File: src/rtl/ball_physics_if.sv
// ball_physics_if
// Groups the game-facing signals of ball_physics into one bundle.
//   paddle_one_y / paddle_two_y : top y of each paddle (driven by the controller side)
//   serve                       : level request to start play from IDLE or OVER
//   ball_x / ball_y             : top-left corner of the ball (to the graphics stage)
//   score_one / score_two       : player scores
//   point_one / point_two       : one-clock pulse when that player scores
//   state                       : IDLE=0, PLAY=1, SCORED=2, OVER=3
// Modports: master drives the paddles and serve, slave is the physics block.
interface ball_physics_if;
    logic [9:0] paddle_one_y;
    logic [9:0] paddle_two_y;
    logic       serve;
    logic [9:0] ball_x;
    logic [9:0] ball_y;
    logic [3:0] score_one;
    logic [3:0] score_two;
    logic       point_one;
    logic       point_two;
    logic [1:0] state;

    modport master (
        output paddle_one_y, paddle_two_y, serve,
        input  ball_x, ball_y, score_one, score_two, point_one, point_two, state
    );

    modport slave (
        input  paddle_one_y, paddle_two_y, serve,
        output ball_x, ball_y, score_one, score_two, point_one, point_two, state
    );
endinterface

File: src/rtl/ball_physics.sv
// ball_physics
// Pong ball motion, wall/paddle reflection, scoring and game state.
// The ball moves one pixel per axis on every motion tick (one clock in
// 2^TICK_BITS). After a miss the ball is parked at the center for
// HOLD_TICKS ticks, then play resumes toward the player who conceded,
// or the game ends once a score reaches WIN_SCORE.
// Ports:
//   clk50M : system clock, all registers on the rising edge
//   rst_n  : asynchronous active-low reset
//   bus    : ball_physics_if slave modport (paddles, serve in; ball, scores,
//            point pulses, state out)
module ball_physics #(
    parameter int TICK_BITS  = 19,
    parameter int SCREEN_W   = 640,
    parameter int SCREEN_H   = 480,
    parameter int BALL_SIZE  = 8,
    parameter int PADDLE_W   = 8,
    parameter int PADDLE_H   = 64,
    parameter int P1_X       = 16,
    parameter int P2_X       = 616,
    parameter int HOLD_TICKS = 64,
    parameter int WIN_SCORE  = 9
) (
    input  logic          clk50M,
    input  logic          rst_n,
    ball_physics_if.slave bus
);

    typedef enum logic [1:0] {
        IDLE   = 2'd0,
        PLAY   = 2'd1,
        SCORED = 2'd2,
        OVER   = 2'd3
    } state_t;

    localparam logic [9:0]  CENTER_X = 10'((SCREEN_W - BALL_SIZE) / 2);
    localparam logic [9:0]  CENTER_Y = 10'((SCREEN_H - BALL_SIZE) / 2);
    localparam logic [10:0] X_MAX    = 11'(SCREEN_W - BALL_SIZE);
    localparam logic [10:0] Y_MAX    = 11'(SCREEN_H - BALL_SIZE);
    localparam logic [10:0] P1_FACE  = 11'(P1_X + PADDLE_W);
    localparam logic [10:0] P2_FACE  = 11'(P2_X);
    localparam logic [10:0] BALL_EXT = 11'(BALL_SIZE);
    localparam logic [10:0] PAD_EXT  = 11'(PADDLE_H);
    localparam logic [3:0]  WIN      = 4'(WIN_SCORE);
    localparam int          HOLD_W   = (HOLD_TICKS > 1) ? $clog2(HOLD_TICKS) : 1;
    localparam logic [HOLD_W-1:0] HOLD_LAST = HOLD_W'(HOLD_TICKS - 1);

    logic [TICK_BITS-1:0] tick_cnt;
    logic [HOLD_W-1:0]    hold_cnt;
    state_t               state_q;
    logic [9:0]           x_q, y_q;
    logic                 dx, dy;
    logic [3:0]           score_one_q, score_two_q;
    logic                 point_one_q, point_two_q;

    logic        tick;
    logic [10:0] x_ext, y_ext, pad_one_ext, pad_two_ext;
    logic        overlap_one, overlap_two;
    logic        hit_one, hit_two, miss_left, miss_right;
    logic        dx_next, dy_next;
    logic [9:0]  x_next, y_next;

    assign tick        = &tick_cnt;
    // Zero-extended copies so every bound comparison is 11-bit and cannot wrap
    assign x_ext       = {1'b0, x_q};
    assign y_ext       = {1'b0, y_q};
    assign pad_one_ext = {1'b0, bus.paddle_one_y};
    assign pad_two_ext = {1'b0, bus.paddle_two_y};
    assign overlap_one = (y_ext + BALL_EXT > pad_one_ext) && (y_ext < pad_one_ext + PAD_EXT);
    assign overlap_two = (y_ext + BALL_EXT > pad_two_ext) && (y_ext < pad_two_ext + PAD_EXT);

    // Next-tick motion: each axis flips when it meets its obstacle, then steps
    // one pixel in the (possibly new) direction. Misses only count if no paddle hit.
    always_comb begin
        hit_one    = !dx && (x_ext == P1_FACE) && overlap_one;
        hit_two    = dx && (x_ext + BALL_EXT == P2_FACE) && overlap_two;
        miss_left  = !dx && (x_ext == 11'd0) && !hit_one;
        miss_right = dx && (x_ext == X_MAX) && !hit_two;
        dx_next    = dx ^ (hit_one || hit_two);
        dy_next    = dy;
        if (!dy && (y_ext == 11'd0)) begin
            dy_next = 1'b1;
        end else if (dy && (y_ext == Y_MAX)) begin
            dy_next = 1'b0;
        end
        x_next = dx_next ? x_q + 10'd1 : x_q - 10'd1;
        y_next = dy_next ? y_q + 10'd1 : y_q - 10'd1;
    end

    always_ff @(posedge clk50M or negedge rst_n) begin
        if (!rst_n) begin
            tick_cnt    <= '0;
            hold_cnt    <= '0;
            state_q     <= IDLE;
            x_q         <= CENTER_X;
            y_q         <= CENTER_Y;
            dx          <= 1'b1;
            dy          <= 1'b1;
            score_one_q <= 4'd0;
            score_two_q <= 4'd0;
            point_one_q <= 1'b0;
            point_two_q <= 1'b0;
        end else begin
            tick_cnt    <= tick_cnt + TICK_BITS'(1);
            point_one_q <= 1'b0;
            point_two_q <= 1'b0;
            case (state_q)
                IDLE: begin
                    x_q <= CENTER_X;
                    y_q <= CENTER_Y;
                    if (bus.serve) begin
                        state_q <= PLAY;
                        dx      <= 1'b1;
                        dy      <= 1'b1;
                    end
                end
                PLAY: begin
                    if (tick) begin
                        if (miss_left || miss_right) begin
                            // Re-serve heads toward whoever conceded
                            state_q  <= SCORED;
                            hold_cnt <= '0;
                            x_q      <= CENTER_X;
                            y_q      <= CENTER_Y;
                            dx       <= miss_right;
                            dy       <= 1'b1;
                            if (miss_left) begin
                                point_two_q <= 1'b1;
                                if (score_two_q != WIN) score_two_q <= score_two_q + 4'd1;
                            end else begin
                                point_one_q <= 1'b1;
                                if (score_one_q != WIN) score_one_q <= score_one_q + 4'd1;
                            end
                        end else begin
                            x_q <= x_next;
                            y_q <= y_next;
                            dx  <= dx_next;
                            dy  <= dy_next;
                        end
                    end
                end
                SCORED: begin
                    x_q <= CENTER_X;
                    y_q <= CENTER_Y;
                    if (tick) begin
                        if (hold_cnt == HOLD_LAST) begin
                            hold_cnt <= '0;
                            state_q  <= ((score_one_q == WIN) || (score_two_q == WIN)) ? OVER : PLAY;
                        end else begin
                            hold_cnt <= hold_cnt + HOLD_W'(1);
                        end
                    end
                end
                OVER: begin
                    x_q <= CENTER_X;
                    y_q <= CENTER_Y;
                    if (bus.serve) begin
                        score_one_q <= 4'd0;
                        score_two_q <= 4'd0;
                        state_q     <= PLAY;
                        dx          <= 1'b1;
                        dy          <= 1'b1;
                    end
                end
                default: state_q <= IDLE;
            endcase
        end
    end

    assign bus.ball_x    = x_q;
    assign bus.ball_y    = y_q;
    assign bus.score_one = score_one_q;
    assign bus.score_two = score_two_q;
    assign bus.point_one = point_one_q;
    assign bus.point_two = point_two_q;
    assign bus.state     = state_q;

endmodule
File: src/flat_wrapper.sv
// flat-port wrapper written by rule: the top's interface ports become plain ports
module ball_physics_flat 
#(
    parameter int TICK_BITS  = 19,
    parameter int SCREEN_W   = 640,
    parameter int SCREEN_H   = 480,
    parameter int BALL_SIZE  = 8,
    parameter int PADDLE_W   = 8,
    parameter int PADDLE_H   = 64,
    parameter int P1_X       = 16,
    parameter int P2_X       = 616,
    parameter int HOLD_TICKS = 64,
    parameter int WIN_SCORE  = 9
)
  (clk50M, rst_n, bus_paddle_one_y, bus_paddle_two_y, bus_serve, bus_ball_x, bus_ball_y, bus_score_one, bus_score_two, bus_point_one, bus_point_two, bus_state);
  ball_physics_if bus_i ();
  input  logic clk50M;
  input  logic rst_n;
  input wire logic [$bits(bus_i.paddle_one_y)-1:0] bus_paddle_one_y;
  input wire logic [$bits(bus_i.paddle_two_y)-1:0] bus_paddle_two_y;
  input wire logic [$bits(bus_i.serve)-1:0] bus_serve;
  output wire logic [$bits(bus_i.ball_x)-1:0] bus_ball_x;
  output wire logic [$bits(bus_i.ball_y)-1:0] bus_ball_y;
  output wire logic [$bits(bus_i.score_one)-1:0] bus_score_one;
  output wire logic [$bits(bus_i.score_two)-1:0] bus_score_two;
  output wire logic [$bits(bus_i.point_one)-1:0] bus_point_one;
  output wire logic [$bits(bus_i.point_two)-1:0] bus_point_two;
  output wire logic [$bits(bus_i.state)-1:0] bus_state;
  assign bus_i.paddle_one_y = bus_paddle_one_y;
  assign bus_i.paddle_two_y = bus_paddle_two_y;
  assign bus_i.serve = bus_serve;
  assign bus_ball_x = bus_i.ball_x;
  assign bus_ball_y = bus_i.ball_y;
  assign bus_score_one = bus_i.score_one;
  assign bus_score_two = bus_i.score_two;
  assign bus_point_one = bus_i.point_one;
  assign bus_point_two = bus_i.point_two;
  assign bus_state = bus_i.state;
  ball_physics #(.TICK_BITS(TICK_BITS), .SCREEN_W(SCREEN_W), .SCREEN_H(SCREEN_H), .BALL_SIZE(BALL_SIZE), .PADDLE_W(PADDLE_W), .PADDLE_H(PADDLE_H), .P1_X(P1_X), .P2_X(P2_X), .HOLD_TICKS(HOLD_TICKS), .WIN_SCORE(WIN_SCORE)) u_core (.clk50M(clk50M), .rst_n(rst_n), .bus(bus_i));
endmodule
File: config.mk
export PLATFORM = sky130hd
export DESIGN_NAME = ball_physics_flat
export DESIGN_NICKNAME = d
export VERILOG_FILES = /design/src/rtl/ball_physics_if.sv /design/src/rtl/ball_physics.sv /design/src/flat_wrapper.sv
export SDC_FILE = /design/constraint.sdc
export NUM_CORES = 1
export LEC_CHECK = 0
export CORE_UTILIZATION = 57
export CTS_CLUSTER_DIAMETER = 80
export DETAILED_ROUTE_END_ITERATION = 6
export GPL_TIMING_DRIVEN = 0
export PLACE_DENSITY_LB_ADDON = 0.15
export REMOVE_ABC_BUFFERS = 1
export SLEW_MARGIN = 0
export SYNTH_ARGS = -nofsm -noshare
export SYNTH_HDL_FRONTEND = slang
export SYNTH_SLANG_ARGS = --single-unit
File: constraint.sdc
create_clock -name clk50M -period 5.6 [get_ports clk50M]
set_input_delay 0.84 -clock clk50M [delete_from_list [all_inputs] [get_ports clk50M]]
set_output_delay 0.84 -clock clk50M [all_outputs]
set_load 0.005 [all_outputs]
==> reports/qor.yml, run 1 <==
outcome:
  status: "complete, no violations"
timing:
  rsz0062_at_grt: "no"
  slew_headroom_pct: 48.8
  layout_min_cycle_time_ns: 5.37
  max_freq_mhz: 186
  hold_viol_final: 0
  skew_ns: 0.00898
  finalSetupViolations: 0
  worstMarginPinSlew_ns: 0.765
  maxSlewViolCount: 0
  post-route-period-util_pct: 95.9
floorplanning:
  die_x_um: 90.8
  io_pins: 55
  die_h_um: 90.8
  fp-row-count: 32
  fp.coreArea_um2: 7690
  initial_core_util_pct: 58.4
  die_area_um2: 8240
clocking:
  path_clk_slew_ns: 0.08
  cts_htree_levels: 3
  numCtsBuffers: 9
  cts-root-buf: "clkbuf_8"
  cts_tree: "done"
  clk_latency_ns: 0.35
  postCtsHoldBufs: 0
  cts_sinks: 59
  cts_buffer_depth: 2
  post_cts_buffers: 0
power_and_ir_drop:
  p_sw_mw: 0.227
  irDropWorstVdd_v: 0.000134
  pwr-share-clk_pct: 44.8
  p_leak_nw: 2.49
  powerDensity_nw_per_um2: 167
  p_seq_share_pct: 47.7
  p_int_mw: 0.667
  p_sw_share_pct: 25.4
  comb_power_share_pct: 7.5
drt:
  via_count: 3812
  drtAntennaViolNets: 0
  firstDrtPassIters: 4
  wire_per_inst_um: 15.8
  vias_per_cell: 5.84
  drt_wl_total_um: 10300
  drcViolationCount: 0
  initialDrtViolationCount: 221
worst_setup_path:
  crit_buf_inv: 1
  start_kind: "input port"
  cp.required_ns: 5.80
  r2r_start: "u_core.bus.ball_y[5]"
  cp-end-kind: "flop"
  path_depth: 17
  startpoint: "bus_paddle_two_y[6]"
  max_stage_delay_ns: 0.52
  worstReg2RegEnd: "u_core.bus.ball_x[9]"
  slowest_stage: "o22ai_2"
  reg2regPathDepth: 18
  critPathMaxFanout: 11
  path_class: "in -> reg"
  critPathMostFrequentCell: "ha_1"
  crit_chain: "clkdlybuf4s50_1, ha_1, xnor2_1, ha_1, and4_1, a2111oi_0, o311ai_0, o22ai_2, ha_1, a21o_1, a21oi_1, o21ai_0, o41ai_1, o21ai_0, xnor2_1, nand4_1, o221ai_1"
  cp.arrival_ns: 5.57
  cp-endpoint: "u_core.bus.ball_x[9]"
  critPathTopFamily: "compound AO/OA/AOI/OAI gates"
  r2r_setup_slack_ns: 0.60
hold_path:
  min_path_type: "reg -> reg"
placed_design:
  place_area_um2: 5140
  place.gp.congestion: 0.904
  port_buffers: 54
  dpl.hpwl_um: 7790
yosys:
  synth_enable_flop_cells: 0
  ys_warn_count: 0
  synth_area_leaders: "dfrtp_1 26%, ha_1 18%, dfstp_2 7.0%, xnor2_1 5.7%, a21oi_1 3.6%"
  synth_top_area_share_pct: 26.2
  synth_top_area_cell: "dfrtp_1"
  async_flop_share_pct: 100
  seq_area_frac_synth_pct: 33.2
  synth.most_common_cell: "ha_1"
  synth_area_um2: 4490
  synth_ff_type: "dfrtp_1"
  ys_types: 61
  syn_area_per_cell_um2: 9.24
  synth.ff_latch_count: 59
  synthCells: 486
  synth_common_cells: "63 x ha_1, 47 x dfrtp_1, 39 x inv_1"
layout:
  syn2layout_area_growth_pct: 19.1
  drive_gt1_share_pct: 7.80
  fin_util_pct: 69.6
  fin_nets: 634
  design_area_um2: 5350
  antenna_cells: 0
global_routing:
  grt_antenna_before_repair: 0
  grt_pass1_wl_um: 17600
  grt_pass1_vias: 3800
  grt.overflow.total: 0
  grt_usage_pct: 26.8
  grt_max_degree: 33
run:
  maxCapViolations: 0
[layer usage]
metal / up-vias / GRT usage [%] / share of wire [%]
met5: - / 0 / 0
met1: 1811 / 33.7 / 45
met4: 0 / 11.2 / 2.5
met3: 27 / 4.88 / 3.9
met2: 93 / 45.3 / 49
li1: 1881 / - / -
[registers in the layout (all words and copies together), names as in the netlist]
register	cells
u_core.bus.point_two	1
u_core.bus.score_two	4
u_core.bus.score_one	4
u_core.bus.point_one	1
u_core.dy	1
u_core.hold_cnt	6
u_core.tick_cnt	19
u_core.dx	1
u_core.bus.ball_y	10
u_core.bus.ball_x	10
u_core.bus.state	2
[power by group through the flow]
stage	clock network, mW	logic (mW)	registers (mW)
finish	0.400	0.0673	0.426
global route	0.427	0.0765	0.426
CTS	0.404	0.0678	0.426
detailed placement	0	0.0672	0.434
global placement	0	0.0630	0.434
floorplan	0	0.0306	0.434
[cells by family (layout without fill, tap and decap cells)]
logic type	after synthesis	count (layout)	share of synthesized area (%)
XOR/XNOR	43	43	8.38
flip-flops	59	59	33.2
buffers and inverters	45	110	3.98
AND/OR/NAND/NOR	150	150	18.2
AO/OA/AOI/OAI	121	121	17.1
multiplexers	3	3	0.696
adder cells (fa/ha/maj)	65	65	18.4
[final cells by class]
| cell class | count | area, µm² |
|---|---|---|
| tap | 102 | 128 |
| timing repair buffer | 55 | 556 |
| fill | 607 | 2340 |
| clock buffer | 9 | 124 |
| inverter | 39 | 146 |
| clock inverter | 7 | 76.3 |
| sequential | 59 | 1490 |
| multi-input combinational | 382 | 2830 |
[metrics by stage]
step                      hold slack, ns  worst slack, ns  power [mW]  std cells  setup TNS (ns)
after floorplan                    0.434             1.04       0.465        480               0
after global placement             0.450           -0.283       0.497        636          -0.283
after detailed placement           0.453           -0.446       0.501        637          -0.539
after CTS                          0.465            0.282       0.898        653               0
after global routing               0.489           0.0552       0.929        653               0
final                              0.470            0.231       0.893        653               0
[worst min-delay path by stage]
stage,from,endpoint,slack [ns],cells past startpoint
after global routing,u_core.tick_cnt[16],u_core.tick_cnt[16],0.49,1
after CTS,u_core.tick_cnt[16],u_core.tick_cnt[16],0.47,1
after floorplan,u_core.tick_cnt[16],u_core.tick_cnt[16],0.43,1
after detailed placement,u_core.tick_cnt[16],u_core.tick_cnt[16],0.45,1
final,u_core.tick_cnt[0],u_core.tick_cnt[0],0.47,1
after global placement,u_core.tick_cnt[16],u_core.tick_cnt[16],0.45,1
[cell usage in the layout, fill, tap and decap left out, types with 3 or more instances in the layout]
master,instances
nor2b_1,3
nor2_1,31
or3_1,3
a21oi_1,32
o21ai_0,31
xnor2_1,29
clkdlybuf4s50_1,53
dfstp_2,12
inv_1,39
ha_1,63
nand4_1,9
a2111oi_0,4
o21a_1,4
a211oi_1,4
clkbuf_8,9
nand2b_1,6
and3_1,13
o21ai_1,3
nand2_1,37
xor2_1,14
nor4_1,3
nand3b_1,4
nor3_1,10
dfrtp_1,47
nand3_1,16
a31oi_1,3
a21o_1,15
[repair_timing]
| item | 4_1_cts | 5_1_grt |
|---|---|---|
| resized for setup | 1 | 0 |
| endpoints found under the setup margin | 1 | 0 |
| endpoints found under the hold margin | 0 | 0 |
No activity file was read; power rests on OpenSTA's default activity.
==> inputs of run 2 (changes only) <==
--- a/config.mk
+++ b/config.mk
@@ -5,7 +5,7 @@
 export SDC_FILE = /design/constraint.sdc
 export NUM_CORES = 1
 export LEC_CHECK = 0
-export CORE_UTILIZATION = 57
+export CORE_UTILIZATION = 61
 export CTS_CLUSTER_DIAMETER = 80
 export DETAILED_ROUTE_END_ITERATION = 6
 export GPL_TIMING_DRIVEN = 0
==> constraint.sdc (replaced) <==
create_clock -name clk50M -period 6.3 [get_ports clk50M]
set_input_delay 0.945 -clock clk50M [delete_from_list [all_inputs] [get_ports clk50M]]
set_output_delay 0.945 -clock clk50M [all_outputs]
set_load 0.005 [all_outputs]
==> run 2 against run 1 <==
Against the previous run:
- non-clock buffer count stayed put
- sequential power is 11% lower
- register-to-register slack better by 0.50 ns
- clock power is 12% lower
- combinational power is 13% lower
- critical path type unchanged
==> reports/qor.yml, run 2 (synthesis results as in run 1) <==
floorplanning:
  fp-row-count: 30  # was 32
  initial_core_util_pct: 64.7  # was 58.4%
  fp.coreArea_um2: 6940  # was 7690 µm²
  die_area_um2: 7710  # was 8240 µm²
  die_h_um: 87.8  # was 90.8 µm
  die_x_um: 87.8  # was 90.8 µm
  io_pins: 55  # unchanged
placed_design:
  place.gp.congestion: 0.858  # was 0.904
  port_buffers: 54  # unchanged
  dpl.hpwl_um: 7850  # was 7790 µm
global_routing:
  grt_antenna_before_repair: 0  # unchanged
  grt_pass1_vias: 3726  # was 3800
  grt.met2_usage_pct: 47.9  # was 45.3%
  met3_usage_pct: 5.75  # was 4.88%
  busiest_layer: "met2"  # unchanged
  grt.overflow.total: 0  # unchanged
  grt_usage_pct: 28.6  # was 26.8%
  grt_max_degree: 31  # was 33
  grtUsageMet1_pct: 36.5  # was 33.7%
  grt_pass1_wl_um: 17000  # was 17600 µm
drt:
  drt_wl_total_um: 10400  # was 10300 µm
  via_count: 3862  # was 3812
  drtAntennaViolNets: 0  # unchanged
  vias_per_cell: 5.97  # was 5.84
  firstDrtPassIters: 4  # unchanged
  wire_per_inst_um: 16.1  # was 15.8 µm
  drcViolationCount: 0  # unchanged
  initialDrtViolationCount: 177  # was 221
timing:
  tns_ns: 0  # unchanged
  worstMarginPinSlew_ns: 0.996  # was 0.765 ns
  maxSlewViolCount: 0  # unchanged
  rsz0062_at_grt: "no"  # unchanged
  whs_ns: 0.467  # was 0.470 ns
  slew_headroom_pct: 33.6  # was 48.8%
  hold_viol_final: 0  # unchanged
  max_freq_mhz: 180
  skew_ns: 0.0132  # was 0.00898 ns
  finalSetupViolations: 0  # unchanged
  layout_min_cycle_time_ns: 5.55
  post-route-period-util_pct: 88.0
layout:
  syn2layout_area_growth_pct: 18.8  # was 19.1%
  antenna_cells: 0  # unchanged
  drive_gt1_share_pct: 7.62  # was 7.80%
  ff_latch_area_um2: 1490  # unchanged
  mostFrequentLayoutCells: "63 x ha_1, 53 x clkdlybuf4s50_1, 47 x dfrtp_1"  # unchanged
  layout_commonest_cell: "ha_1"  # unchanged
  fillCellCount: 478  # was 607
  largest_reg_flops: 19  # unchanged
  fin_nets: 634  # unchanged
  largest_register: "u_core.tick_cnt"  # unchanged
  multi_input_area_um2: 2820  # was 2830 µm²
run:
  maxCapViolations: 0  # unchanged
worst_setup_path:
  cp.arrival_ns: 5.75  # was 5.57 ns
  critPathTopFamily: "compound AO/OA/AOI/OAI gates"  # unchanged
  start_kind: "input port"  # unchanged
  crit_buf_inv: 1  # unchanged
  cp.required_ns: 6.50  # was 5.80 ns
  slowest_stage: "o22ai_1"  # was o22ai_2
  cp-end-kind: "flop"  # unchanged
  path_class: "in -> reg"  # unchanged
  crit_chain: "clkdlybuf4s50_1, ha_1, xnor2_1, ha_1, and4_1, a2111oi_0, o311ai_0, o22ai_1, ha_1, a21o_1, a21oi_1, o21ai_0, o41ai_1, o21ai_0, xnor2_1, nand4_1, o221ai_1"  # was clkdlybuf4s50_1, ha_1, xnor2_1, ha_1, and4_1, a2111oi_0, o311ai_0, o22ai_2, ha_1, a21o_1, a21oi_1, o21ai_0, o41ai_1, o21ai_0, xnor2_1, nand4_1, o221ai_1
  critPathMostFrequentCell: "ha_1"  # unchanged
  max_stage_delay_ns: 0.79  # was 0.52 ns
  critPathMaxFanout: 11  # unchanged
power_and_ir_drop:
  irDropWorstVdd_v: 0.000139  # was 0.000134 V
  p_leak_nw: 2.49  # about the same
  powerDensity_nw_per_um2: 148  # was 167 nW/µm²
  finalPower_mw: 0.789  # was 0.893 mW
hold_path:
  min_path_type: "reg -> reg"  # unchanged
clocking:
  cts_htree_levels: 3  # unchanged
  numCtsBuffers: 9  # unchanged
  postCtsHoldBufs: 0  # unchanged
  cts_resized: 0  # was 1
  post_cts_buffers: 0  # unchanged
  clk_latency_ns: 0.36  # was 0.35 ns
  path_clk_slew_ns: 0.07  # was 0.08 ns
  cts_buffer_depth: 2  # unchanged
  cts_tree: "done"  # unchanged
  cts-root-buf: "clkbuf_8"  # unchanged
  cts_sinks: 59  # unchanged
outcome:
  status: "complete, no violations"  # unchanged
-- run 2: changes by cell type in the layout (fill, tap and decap cells not counted) --
cell	delta
o22ai_1	+1
o22ai_2	-1
-- run 2: metrics by stage --
step | area [µm²] | std cells | util (%) | setup WS (ns)
floorplan | 4460 | 480 | - | 1.64
global placement | 5120 | 630 | 73.7 | 0.517
detailed placement | 5140 | 631 | 74.0 | 0.459
CTS | 5340 | 647 | 76.8 | 0.739
global route | 5340 | 647 | 76.8 | 0.259
finish | 5340 | 647 | 76.8 | 0.753
-- run 2: cell type report --
class	instances	share of cell area, %
Clock buffer	9	2.32
Inverter	39	2.74
Tap cell	96	2.25
Clock inverter	7	1.43
Multi-Input combinational cell	382	52.9
Timing Repair Buffer	55	10.4
Sequential cell	59	27.9
-- run 2: worst register-to-register path, cell delays in order (launching register included) --
cell       delay, ns
dfstp_2         0.66
and3_1          0.25
nand3_1         0.11
xnor2_1         0.24
ha_1            0.31
a211oi_1        0.21
o21ai_0         0.12
o221ai_1        0.15
a2111oi_0       0.16
o22ai_1         0.79
ha_1            0.39
a21o_1          0.19
a21oi_1         0.20
o21ai_0         0.15
o41ai_1         0.43
o21ai_0         0.23
xnor2_1         0.19
nand4_1         0.14
o221ai_1        0.12
-- run 2: metal layers --
layer  wire length [µm]  vias to the layer above
li1                   -                     1875
met3                529                       16
met4                144                        0
met5                  0                        -
met1               4750                     1859
met2               4970                      112
-- run 2: where the power goes --
group	internal (mW)	switching, mW
clock	0.184	0.167
sequential	0.379	0
combinational	0.0292	0.0293
-- run 2: final timing paths --
path                                 startpoint                      end  slack (ns)  cells after the start
max                         bus_paddle_two_y[6]     u_core.bus.ball_x[9]        0.75                     17
min                         u_core.tick_cnt[16]      u_core.tick_cnt[16]        0.47                      1
max reg2reg                u_core.bus.ball_y[5]     u_core.bus.ball_x[9]        1.10                     18
min reg2reg                 u_core.tick_cnt[16]      u_core.tick_cnt[16]        0.47                      1
max in group asynchronous                 rst_n     u_core.bus.ball_x[8]        5.00                      2
min in group asynchronous                 rst_n  u_core.bus.score_two[2]        0.63                      1
